File: src/rtl/serv_stoc_seq_pkg.sv
// Shared types for the stochastic ALU sequencer: FSM states, rd_sel codes, LFSR feedback masks.
package serv_stoc_pkg;

  typedef enum logic [2:0] {
    ST_IDLE,
    ST_LOAD,
    ST_RUN,
    ST_DRAIN,
    ST_DONE
  } state_e;

  localparam logic [3:0] SEL_ADD  = 4'd1;
  localparam logic [3:0] SEL_SUB  = 4'd2;
  localparam logic [3:0] SEL_MULT = 4'd3;

  // Right-shifting Galois feedback masks giving a maximal-length sequence per width.
  function automatic logic [15:0] lfsr_taps(input int w);
    case (w)
      2:       return 16'h0003;
      3:       return 16'h0006;
      4:       return 16'h000C;
      5:       return 16'h0014;
      6:       return 16'h0030;
      7:       return 16'h0060;
      8:       return 16'h00B8;
      9:       return 16'h0110;
      10:      return 16'h0240;
      11:      return 16'h0500;
      12:      return 16'h0829;
      13:      return 16'h100D;
      14:      return 16'h2015;
      15:      return 16'h6000;
      default: return 16'hD008;
    endcase
  endfunction

endpackage

File: src/rtl/serv_stoc_seq_if.sv
// Command, result and ALU-facing signals of the stochastic sequencer.
interface serv_stoc_seq_if #(
  parameter int DW       = 8,
  parameter int LEN_LOG2 = 8
);
  logic                cmd_valid;
  logic                cmd_ready;
  logic [3:0]          cmd_sel;
  logic [1:0]          cmd_bool;
  logic                cmd_matrix;
  logic [DW-1:0]       cmd_a;
  logic [DW-1:0]       cmd_b;
  logic [DW-1:0]       cmd_m;
  logic                res_valid;
  logic                res_ready;
  logic [LEN_LOG2:0]   res_count;
  logic                alu_en;
  logic [4:0]          alu_ctrl_bus;
  logic                alu_matrix_op;
  logic [2:0]          alu_cmp_ctrl;
  logic [3:0]          alu_data_bus;
  logic                alu_rd;
  logic                busy;

  modport slave (
    input  cmd_valid, cmd_sel, cmd_bool, cmd_matrix, cmd_a, cmd_b, cmd_m, res_ready, alu_rd,
    output cmd_ready, res_valid, res_count, alu_en, alu_ctrl_bus, alu_matrix_op, alu_cmp_ctrl,
           alu_data_bus, busy
  );

  modport master (
    output cmd_valid, cmd_sel, cmd_bool, cmd_matrix, cmd_a, cmd_b, cmd_m, res_ready, alu_rd,
    input  cmd_ready, res_valid, res_count, alu_en, alu_ctrl_bus, alu_matrix_op, alu_cmp_ctrl,
           alu_data_bus, busy
  );
endinterface

File: src/rtl/serv_stoc_seq_sng.sv
// Stochastic number generator: LFSR compared against a probability gives one stream bit per cycle.
module serv_stoc_sng
  import serv_stoc_pkg::*;
#(
  parameter int          DW   = 8,
  parameter int unsigned SEED = 32'h01
) (
  input  logic          clk,
  input  logic          rst,
  input  logic          load_i,
  input  logic          step_i,
  input  logic [DW-1:0] prob_i,
  output logic          bit_o
);
  localparam logic [15:0]   TAPS_W = lfsr_taps(DW);
  localparam logic [DW-1:0] TAPS   = TAPS_W[DW-1:0];
  localparam logic [DW-1:0] SEED_V = SEED[DW-1:0];

  logic [DW-1:0] lfsr_q, lfsr_d;

  always_comb begin
    lfsr_d = lfsr_q;
    if (load_i) begin
      lfsr_d = SEED_V;
    end else if (step_i) begin
      lfsr_d = {1'b0, lfsr_q[DW-1:1]} ^ (lfsr_q[0] ? TAPS : '0);
    end
  end

  always_ff @(posedge clk or posedge rst) begin
    if (rst) begin
      lfsr_q <= SEED_V;
    end else begin
      lfsr_q <= lfsr_d;
    end
  end

  // The LFSR never holds 0, so prob 0 yields all zeros and all-ones prob yields all ones.
  assign bit_o = (lfsr_q <= prob_i);

endmodule

File: src/rtl/serv_stoc_seq.sv
// Sequencer: latches one op, streams 2^LEN_LOG2 operand bits into the ALU, counts ones of o_rd.
module serv_stoc_seq
  import serv_stoc_pkg::*;
#(
  parameter int          DW       = 8,
  parameter int          LEN_LOG2 = 8,
  parameter int unsigned SEED_A   = 32'h01,
  parameter int unsigned SEED_B   = 32'hA5,
  parameter int unsigned SEED_M   = 32'h3C
) (
  input  logic           clk,
  input  logic           i_rst,
  serv_stoc_seq_if.slave bus
);
  state_e              state_q;
  logic [4:0]          ctrl_q;
  logic                matrix_q;
  logic [DW-1:0]       pa_q, pb_q, pm_q;
  logic [LEN_LOG2-1:0] strm_q;
  logic                en_q, en_dly_q;
  logic [LEN_LOG2:0]   count_q;
  logic                res_vld_q;
  logic                bit_a, bit_b, bit_m;
  logic                load, step;
  logic                unused_sel;

  assign load       = (state_q == ST_LOAD);
  assign step       = (state_q == ST_RUN);
  assign unused_sel = bus.cmd_sel[3];

  serv_stoc_sng #(.DW(DW), .SEED(SEED_A)) u_sng_a (
    .clk(clk), .rst(i_rst), .load_i(load), .step_i(step), .prob_i(pa_q), .bit_o(bit_a)
  );
  serv_stoc_sng #(.DW(DW), .SEED(SEED_B)) u_sng_b (
    .clk(clk), .rst(i_rst), .load_i(load), .step_i(step), .prob_i(pb_q), .bit_o(bit_b)
  );
  serv_stoc_sng #(.DW(DW), .SEED(SEED_M)) u_sng_m (
    .clk(clk), .rst(i_rst), .load_i(load), .step_i(step), .prob_i(pm_q), .bit_o(bit_m)
  );

  always_ff @(posedge clk or posedge i_rst) begin
    if (i_rst) begin
      state_q   <= ST_IDLE;
      ctrl_q    <= '0;
      matrix_q  <= 1'b0;
      pa_q      <= '0;
      pb_q      <= '0;
      pm_q      <= '0;
      strm_q    <= '0;
      en_q      <= 1'b0;
      en_dly_q  <= 1'b0;
      count_q   <= '0;
      res_vld_q <= 1'b0;
    end else begin
      // The ALU registers o_rd, so counting follows en by one cycle.
      en_dly_q <= en_q;
      if (en_dly_q) begin
        count_q <= count_q + (LEN_LOG2+1)'(bus.alu_rd);
      end
      case (state_q)
        ST_IDLE: begin
          if (bus.cmd_valid) begin
            ctrl_q   <= {bus.cmd_sel[2:0], bus.cmd_bool};
            matrix_q <= bus.cmd_matrix;
            pa_q     <= bus.cmd_a;
            pb_q     <= bus.cmd_b;
            pm_q     <= bus.cmd_m;
            state_q  <= ST_LOAD;
          end
        end
        ST_LOAD: begin
          count_q <= '0;
          strm_q  <= '0;
          en_q    <= 1'b1;
          state_q <= ST_RUN;
        end
        ST_RUN: begin
          strm_q <= strm_q + LEN_LOG2'(1);
          if (&strm_q) begin
            en_q    <= 1'b0;
            state_q <= ST_DRAIN;
          end
        end
        ST_DRAIN: begin
          res_vld_q <= 1'b1;
          state_q   <= ST_DONE;
        end
        ST_DONE: begin
          if (bus.res_ready) begin
            res_vld_q <= 1'b0;
            state_q   <= ST_IDLE;
          end
        end
        default: state_q <= ST_IDLE;
      endcase
    end
  end

  assign bus.cmd_ready     = (state_q == ST_IDLE);
  assign bus.busy          = (state_q != ST_IDLE);
  assign bus.res_valid     = res_vld_q;
  assign bus.res_count     = count_q;
  assign bus.alu_en        = en_q;
  assign bus.alu_ctrl_bus  = ctrl_q;
  assign bus.alu_matrix_op = matrix_q;
  assign bus.alu_cmp_ctrl  = 3'b000;
  assign bus.alu_data_bus  = en_q ? {bit_a, bit_b, 1'b0, bit_m} : 4'b0000;

endmodule

File: src/flat_wrapper.sv
// flat-port wrapper written by rule: the top's interface ports become plain ports
module serv_stoc_seq_flat import serv_stoc_pkg::*;
#(
  parameter int          DW       = 8,
  parameter int          LEN_LOG2 = 8,
  parameter int unsigned SEED_A   = 32'h01,
  parameter int unsigned SEED_B   = 32'hA5,
  parameter int unsigned SEED_M   = 32'h3C
)
  (clk, i_rst, bus_cmd_valid, bus_cmd_sel, bus_cmd_bool, bus_cmd_matrix, bus_cmd_a, bus_cmd_b, bus_cmd_m, bus_res_ready, bus_alu_rd, bus_cmd_ready, bus_res_valid, bus_res_count, bus_alu_en, bus_alu_ctrl_bus, bus_alu_matrix_op, bus_alu_cmp_ctrl, bus_alu_data_bus, bus_busy);
  serv_stoc_seq_if #(.DW(DW), .LEN_LOG2(LEN_LOG2)) bus_i ();
  input  logic clk;
  input  logic i_rst;
  input wire logic [$bits(bus_i.cmd_valid)-1:0] bus_cmd_valid;
  input wire logic [$bits(bus_i.cmd_sel)-1:0] bus_cmd_sel;
  input wire logic [$bits(bus_i.cmd_bool)-1:0] bus_cmd_bool;
  input wire logic [$bits(bus_i.cmd_matrix)-1:0] bus_cmd_matrix;
  input wire logic [$bits(bus_i.cmd_a)-1:0] bus_cmd_a;
  input wire logic [$bits(bus_i.cmd_b)-1:0] bus_cmd_b;
  input wire logic [$bits(bus_i.cmd_m)-1:0] bus_cmd_m;
  input wire logic [$bits(bus_i.res_ready)-1:0] bus_res_ready;
  input wire logic [$bits(bus_i.alu_rd)-1:0] bus_alu_rd;
  output wire logic [$bits(bus_i.cmd_ready)-1:0] bus_cmd_ready;
  output wire logic [$bits(bus_i.res_valid)-1:0] bus_res_valid;
  output wire logic [$bits(bus_i.res_count)-1:0] bus_res_count;
  output wire logic [$bits(bus_i.alu_en)-1:0] bus_alu_en;
  output wire logic [$bits(bus_i.alu_ctrl_bus)-1:0] bus_alu_ctrl_bus;
  output wire logic [$bits(bus_i.alu_matrix_op)-1:0] bus_alu_matrix_op;
  output wire logic [$bits(bus_i.alu_cmp_ctrl)-1:0] bus_alu_cmp_ctrl;
  output wire logic [$bits(bus_i.alu_data_bus)-1:0] bus_alu_data_bus;
  output wire logic [$bits(bus_i.busy)-1:0] bus_busy;
  assign bus_i.cmd_valid = bus_cmd_valid;
  assign bus_i.cmd_sel = bus_cmd_sel;
  assign bus_i.cmd_bool = bus_cmd_bool;
  assign bus_i.cmd_matrix = bus_cmd_matrix;
  assign bus_i.cmd_a = bus_cmd_a;
  assign bus_i.cmd_b = bus_cmd_b;
  assign bus_i.cmd_m = bus_cmd_m;
  assign bus_i.res_ready = bus_res_ready;
  assign bus_i.alu_rd = bus_alu_rd;
  assign bus_cmd_ready = bus_i.cmd_ready;
  assign bus_res_valid = bus_i.res_valid;
  assign bus_res_count = bus_i.res_count;
  assign bus_alu_en = bus_i.alu_en;
  assign bus_alu_ctrl_bus = bus_i.alu_ctrl_bus;
  assign bus_alu_matrix_op = bus_i.alu_matrix_op;
  assign bus_alu_cmp_ctrl = bus_i.alu_cmp_ctrl;
  assign bus_alu_data_bus = bus_i.alu_data_bus;
  assign bus_busy = bus_i.busy;
  serv_stoc_seq #(.DW(DW), .LEN_LOG2(LEN_LOG2), .SEED_A(SEED_A), .SEED_B(SEED_B), .SEED_M(SEED_M)) u_core (.clk(clk), .i_rst(i_rst), .bus(bus_i));
endmodule
File: config.mk
export PLATFORM = sky130hd
export DESIGN_NAME = serv_stoc_seq_flat
export DESIGN_NICKNAME = d
export VERILOG_FILES = /design/src/rtl/serv_stoc_seq_pkg.sv /design/src/rtl/serv_stoc_seq_if.sv /design/src/rtl/serv_stoc_seq_sng.sv /design/src/rtl/serv_stoc_seq.sv /design/src/flat_wrapper.sv
export SDC_FILE = /design/constraint.sdc
export NUM_CORES = 1
export LEC_CHECK = 0
export BUFFER_PORTS_ARGS = -buffer_cell sky130_fd_sc_hd__buf_2
export CAP_MARGIN = 30
export CORE_ASPECT_RATIO = 1.75
export CORE_MARGIN = 8
export CORE_UTILIZATION = 30
export CTS_CLUSTER_SIZE = 14
export DETAILED_ROUTE_END_ITERATION = 12
export GPL_TIMING_DRIVEN = 0
export SLEW_MARGIN = 15
export SYNTH_ARGS = -nofsm -noshare
export SYNTH_HDL_FRONTEND = slang
export SYNTH_SLANG_ARGS = --single-unit
File: constraint.sdc
create_clock -name clk -period 5.6 [get_ports clk]
set_input_delay 1.12 -clock clk [delete_from_list [all_inputs] [get_ports clk]]
set_output_delay 1.12 -clock clk [all_outputs]
set_load 0.005 [all_outputs]
==> results.yml, run 1 <==
run_status:
  outcome: "finished, final reports clean"
clock_tree:
  cts_num_sinks: 77
  clock_path_buffers: 2
  h-tree-depth: 3
  cts_tree: "built"
  root_buffer: "clkbuf_16"
  clk_pin_slew_worst_paths_ns: 0.06
  post-cts-setup-buffers: 0
  clock_latency_ns: 0.33
  cts_hold_buf: 0
  cts_resized: 0
  cts_buffers: 9
setup_path:
  critPathLaunchType: "register"
  cp-endpoint: "bus_alu_data_bus[3]"
  r2r-start: "u_core.state_q[0]$_DFFE_PP0P_"
  startpoint: "u_core.u_sng_a.lfsr_q[0]$_DFFE_PP1P_"
  setup.worst_path.class: "register to output port"
  crit_fanout: 4
  r2r-end: "u_core.strm_q[6]$_DFFE_PP0P_"
  worst_ep_arrival_time_ns: 1.92
  crit_chain: "inv_1 > ha_1 > nand3_1 > or3_1 > o31ai_1 > buf_2"
  rrSetupSlack_ns: 4.01
  cp_slowest_cell: "dfstp_2"
  end_kind: "output port"
  crit_required_ns: 4.48
  max_stage_delay_ns: 0.59
  worst-r2r-cell-count: 6
global_route:
  grt-ovfl-total: 0
  use_met2_pct: 21.0
  antenna_found_initial: 0
  gr-usage-met3_pct: 2.48
  grt_pass1_wl_mm: 14.5
  grt_max_degree: 55
  grt_use_total_pct: 11.3
  grt-busiest-layer: "met2"
  use_met1_pct: 11.1
  grt_pass1_vias: 2982
yosys:
  synth.avg_cell_area_um2: 10.4
  synthFlopType: "dfrtp_1"
  synth_area_mm2: 0.00382
  synth_edf_count: 0
  ys_seq_elements: 77
  ys_warn_count: 0
  async_flop_share_pct: 100
  yosys-top-cells-area: "dfrtp_1 (45%), ha_1 (8.8%), dfstp_2 (6.2%)"
  yosysTopAreaCellShare_pct: 44.5
  synth_top_area_cell: "dfrtp_1"
  seq_area_frac_synth_pct: 50.7
  synthDistinctLibCells: 46
  synth_cells: 366
hold_path:
  hp-class: "register to register"
power_and_ir_drop:
  swShare_pct: 35.9
  combPwrFrac_pct: 41.0
  total_switching_power_w: 0.000988
  power.density_mw_per_mm2: 586
  peakVddDrop_uv: 304
  clkPwrFrac_pct: 24.4
  power.leakage_nw: 2.27
  seqPwrFrac_pct: 34.6
  p_int_w: 0.00177
sta:
  fin_crit_ns: 3.04
  timing.final.ws_setup_ns: 2.56
  final_max_slew_viol_count: 0
  whs_ns: 0.486
  fmax_mhz: 329
  hold_viol: 0
  fin_tns_setup_ns: 0
  period_share_pct: 54.3
  setup_viol: 0
  fin_worst_skew_ns: 0.00704
  grt_setup_unrepaired: "false"
floorplanning:
  dieArea_mm2: 0.0168
  rows: 54
  die_h_um: 165
  ioPinCount: 62
  die_w_um: 101
  initial_core_util_pct: 30.8
  core_area_mm2: 0.0124
finish:
  nNetsFinal: 500
  syn_to_final_growth_pct: 23.0
  layout-drive-gt1-share_pct: 26.5
  n_antenna_cell: 0
placed_design:
  gp_congestion: 0.781
  dpl.hpwl_mm: 6.75
  pre_cts_slack_ns: 2.89
  io_buffers: 56
route:
  first_iter_violations: 82
  num_vias: 2835
  final_antenna_net_count: 0
  drc: 0
  drt-pass1-iter-count: 4
  vias_per_cell: 4.65
  drt_wl_total_mm: 8.86
  wl_per_cell_um: 14.5
run:
  max_cap_viol_count: 0
## sequential cells by signal, summed over array words and instances (netlist names)
register,count
u_core.u_sng_b.lfsr_q,8
u_core.pb_q,8
u_core.strm_q,8
u_core.u_sng_a.lfsr_q,8
u_core.u_sng_m.lfsr_q,8
u_core.bus.res_valid,1
u_core.pa_q,8
u_core.en_dly_q,1
u_core.state_q,3
u_core.pm_q,8
u_core.bus.alu_matrix_op,1
u_core.bus.alu_ctrl_bus,5
u_core.bus.res_count,9
u_core.bus.alu_en,1
## power groups by stage
stage / clock network, W / registers [W] / logic [W]
final: 0.000671 / 0.000953 / 0.00113
after global routing: 0.000707 / 0.000981 / 0.00129
after CTS: 0.000692 / 0.000956 / 0.00116
after detailed placement: 0 / 0.000962 / 0.00115
after global placement: 0 / 0.000955 / 0.00110
after floorplan: 0 / 0.000924 / 0.000830
## cells in the mapped netlist (all sizes together), types with 3 or more instances
master and n:
a211oi 3, a21oi 18, a22o 8, and3 4, buf 20, dfrtp 68, dfstp 9, ha 27
inv 27, mux2 9, nand2 43, nand2b 3, nand3 4, nand4 7, nor2 22, nor2b 5
o21ai 41, o21bai 3, o31ai 5, or3 5, xnor2 9, xor2 5
## layout by cell type, fill, tap and decap left out, types with 10 or more instances in the layout
cell and n:
a21oi_1 17, buf_2 63, buf_4 10, dfrtp_1 68, ha_1 27, inv_1 25
nand2_1 43, nor2_1 22, o21ai_0 22, o21ai_1 19
## worst min path at each step
stage	from	to	cells past startpoint
6_report	u_core.strm_q[5]$_DFFE_PP0P_	u_core.strm_q[5]$_DFFE_PP0P_	1
2_1_floorplan	u_core.strm_q[5]$_DFFE_PP0P_	u_core.strm_q[5]$_DFFE_PP0P_	1
5_1_grt	u_core.strm_q[5]$_DFFE_PP0P_	u_core.strm_q[5]$_DFFE_PP0P_	1
4_1_cts	u_core.strm_q[5]$_DFFE_PP0P_	u_core.strm_q[5]$_DFFE_PP0P_	1
3_5_place_dp	u_core.strm_q[5]$_DFFE_PP0P_	u_core.strm_q[5]$_DFFE_PP0P_	1
3_3_place_gp	u_core.strm_q[5]$_DFFE_PP0P_	u_core.strm_q[5]$_DFFE_PP0P_	1
## kinds of logic after synthesis
logic type | after synthesis | synth area share (%)
flip-flops | 77 | 50.7
adder cells (fa/ha/maj) | 27 | 8.83
AO/OA/AOI/OAI | 87 | 13.6
buffers and inverters | 47 | 6.64
other | 1 | 0.0981
XOR/XNOR | 14 | 3.21
AND/OR/NAND/NOR | 102 | 13.0
multiplexers | 11 | 3.96
## cell type report
| class | count | area, um2 |
|---|---|---|
| fill | 1299 | 7730 |
| sequential | 77 | 1940 |
| multi-input combinational | 245 | 1640 |
| timing repair buffer | 57 | 308 |
| clock buffer | 9 | 225 |
| tap | 168 | 210 |
| buffer | 20 | 153 |
| clock inverter | 7 | 123 |
| inverter | 27 | 104 |
## per-layer routing
layer	routed length (um)	share of wire (%)
met3	263	3.0
met5	0	0
met2	4970	56
met4	281	3.2
met1	3350	38
## critical path: cells and delay by family (launching register included)
kind	cells	cell delay, ns
buffers and inverters	2	0.25
AOI/OAI and AO/OA	1	0.08
adders and majority gates	1	0.28
DFF	1	0.59
and+or+nand+nor	2	0.39
## stage by stage
step / utilization (%) / std cells / power (W) / instance area [um2]
after floorplan: - / 369 / 0.00175 / 3830
after global placement: 34.8 / 593 / 0.00206 / 4330
after detailed placement: 35.0 / 594 / 0.00211 / 4360
after CTS: 37.8 / 610 / 0.00280 / 4700
after global routing: 37.8 / 610 / 0.00298 / 4700
final: 37.8 / 610 / 0.00276 / 4700
(Power assumes the default switching activity.)
==> run 2: changes to the inputs <==
--- a/config.mk
+++ b/config.mk
@@ -5,6 +5,7 @@
 export SDC_FILE = /design/constraint.sdc
 export NUM_CORES = 1
 export LEC_CHECK = 0
+export ABC_AREA = 1
 export BUFFER_PORTS_ARGS = -buffer_cell sky130_fd_sc_hd__buf_2
 export CAP_MARGIN = 30
 export CORE_ASPECT_RATIO = 1.75
==> constraint.sdc (replaced) <==
create_clock -name clk -period 2.7 [get_ports clk]
set_input_delay 0.54 -clock clk [delete_from_list [all_inputs] [get_ports clk]]
set_output_delay 0.54 -clock clk [all_outputs]
set_load 0.005 [all_outputs]
==> results.yml, run 2 <==
yosys:
  synth_edf_count: 0
  synth.avg_cell_area_um2: 8.90
  synth_top_area_cell: "dfrtp_1"
  seq_area_frac_synth_pct: 49.7
  synth_most_common_cell: "nand2_1"
  synthFlopType: "dfrtp_1"
  yosysTopAreaCellShare_pct: 43.6
  synth_cells: 438
  synth_common_cells: "nand2_1 (71), dfrtp_1 (68), inv_1 (67)"
  async_flop_share_pct: 100
  yosys-top-cells-area: "dfrtp_1 (44%), ha_1 (8.7%), nand2_1 (6.8%)"
  ys_warn_count: 0
  synth_area_mm2: 0.00390
  synthDistinctLibCells: 35
  ys_seq_elements: 77
global_route:
  grt_pass1_wl_mm: 14.8
  use_met1_pct: 12.5
  grt-ovfl-total: 0
  use_met2_pct: 18.5
  grt_use_total_pct: 11.1
  gr-usage-met3_pct: 3.13
  grt-busiest-layer: "met2"
  grt_pass1_vias: 3148
  antenna_found_initial: 0
  grt_max_degree: 56
setup_path:
  crit_required_ns: 2.16
  rrSetupSlack_ns: 1.36
  r2r-end: "u_core.bus.res_count[7]$_DFFE_PP0P_"
  r2r-start: "u_core.bus.res_count[0]$_DFFE_PP0P_"
  crit_chain: "ha_1 > a21oi_1 > nor2_1 > nor2_1 > nand2_1 > a21oi_1 > buf_2"
  crit_fanout: 3
  critPathLaunchType: "register"
  end_kind: "output port"
  worst_ep_arrival_time_ns: 1.79
  max_stage_delay_ns: 0.56
  worst-r2r-cell-count: 8
  cp_slowest_cell: "dfstp_2"
  setup.worst_path.class: "register to output port"
placed_design:
  io_buffers: 56
  dpl_cell_area_mm2: 0.00443
  dpl.hpwl_mm: 6.65
  gp_congestion: 0.761
sta:
  fin_worst_skew_ns: 0.00527
  fmax_mhz: 429
  fin_tns_setup_ns: 0
  period_share_pct: 86.4
  whs_ns: 0.160
  grt_setup_unrepaired: "false"
  final_max_slew_viol_count: 0
  hold_viol: 0
  setup_viol: 0
  fin_crit_ns: 2.33
clock_tree:
  h-tree-depth: 3
  clock_latency_ns: 0.34
  cts_resized: 0
  cts_buffers: 9
  cts_tree: "built"
  clk_pin_slew_worst_paths_ns: 0.06
  post-cts-setup-buffers: 0
  cts_hold_buf: 0
  cts_num_sinks: 77
  clock_path_buffers: 2
  root_buffer: "clkbuf_16"
finish:
  largest_reg_flops: 9
  nNetsFinal: 572
  n_antenna_cell: 0
  final_cell_mix: "nand2_1 (71), dfrtp_1 (68), inv_1 (66)"
  layout-drive-gt1-share_pct: 22.4
  nFillCells: 1383
  finish.instance_area_mm2: 0.00473
  final_common_cell: "nand2_1"
  syn_to_final_growth_pct: 21.3
run_status:
  outcome: "finished, final reports clean"
route:
  vias_per_cell: 4.44
  drt_wl_total_mm: 8.66
  final_antenna_net_count: 0
  wl_per_cell_um: 12.6
  drt-pass1-iter-count: 4
  first_iter_violations: 227
  num_vias: 3042
  drc: 0
floorplanning:
  ioPinCount: 62
  die_h_um: 167
  rows: 55
  initial_core_util_pct: 30.5
  die_w_um: 102
  dieArea_mm2: 0.0170
  core_area_mm2: 0.0128
power_and_ir_drop:
  power.density_mw_per_mm2: 1140
  peakVddDrop_uv: 403
  power.leakage_nw: 2.51
hold_path:
  hp-class: "input port to asynchronous set/reset pin"
run:
  max_cap_viol_count: 0
## run 2: cell count changes in the layout (fill, tap and decap cells not counted), moves of 7 or more
| cell | previous run | this run |
|---|---|---|
| nand3_1 | 4 | 17 |
| nand2_1 | 43 | 71 |
| a22o_1 | 8 | 1 |
| mux2_4 | 8 | 0 |
| a21oi_1 | 17 | 42 |
| o21ai_1 | 19 | 0 |
| nor2_1 | 22 | 47 |
| o22ai_1 | 0 | 11 |
| inv_1 | 25 | 66 |
| o21ai_0 | 22 | 14 |
## run 2: routing by layer
metal	vias to the layer above	wire, um
li1	1551	-
met1	1421	3860
met2	59	4340
met3	11	267
met4	0	180
met5	-	0
## run 2: worst max path at each step
stage                                              start                                     end  slack (ns)  depth (start not counted)
global route        u_core.u_sng_m.lfsr_q[5]$_DFFE_PP1P_                     bus_alu_data_bus[0]        0.20                          7
floorplan                                          i_rst  u_core.bus.alu_ctrl_bus[0]$_DFFE_PP0P_        0.21                          1
global placement                                   i_rst              u_core.pa_q[2]$_DFFE_PP0P_       -0.84                          2
detailed placement  u_core.u_sng_b.lfsr_q[5]$_DFFE_PP1P_                     bus_alu_data_bus[2]        0.71                          7
finish              u_core.u_sng_b.lfsr_q[5]$_DFFE_PP1P_                     bus_alu_data_bus[2]        0.37                          7
CTS                 u_core.u_sng_b.lfsr_q[5]$_DFFE_PP1P_                     bus_alu_data_bus[2]        0.34                          7
## run 2: layout make-up
cell class | instances | area (um2) | share of cell area (%)
buffer | 17 | 120 | 2.54
clock buffer | 12 | 246 | 5.21
timing repair buffer | 57 | 308 | 6.51
tap | 171 | 214 | 4.53
sequential | 77 | 1940 | 41.0
multi-input combinational | 274 | 1580 | 33.3
clock inverter | 4 | 47.5 | 1.01
inverter | 73 | 279 | 5.90
## run 2: kinds of logic after synthesis
logic type                 share of synthesized area [%]
other                                             0.0962
xor gates and xnor gates                            2.02
DFF                                                 49.7
buffers and inverters                               10.2
adders and majority gates                           8.66
and+or+nand+nor                                     17.5
AOI/OAI and AO/OA                                   11.9
## run 2: power breakdown
part           switching [W]  internal (W)  total [W]
Combinational        0.00131      0.000931    0.00224
Clock               0.000466      0.000738    0.00120
Sequential          0.000297       0.00164    0.00194
Total                0.00207       0.00331    0.00538
## run 2: worst max-delay path: cells and delay by family, from the launching register on
family | cells | cell delay [ns]
adder cells (fa/ha/maj) | 1 | 0.25
flip-flops | 1 | 0.56
buffers and inverters | 1 | 0.14
AND/OR/NAND/NOR | 3 | 0.21
AO/OA/AOI/OAI | 2 | 0.30
## run 2: per-stage QoR
stage | setup slack [ns] | total power (W) | util, % | instances
6_report | 0.367 | 0.00538 | 36.9 | 685
3_5_place_dp | 0.714 | 0.00424 | 34.6 | 669
2_1_floorplan | 0.208 | 0.00357 | - | 441
3_3_place_gp | -0.836 | 0.00415 | 34.4 | 668
4_1_cts | 0.338 | 0.00547 | 36.9 | 685
5_1_grt | 0.200 | 0.00588 | 36.9 | 685
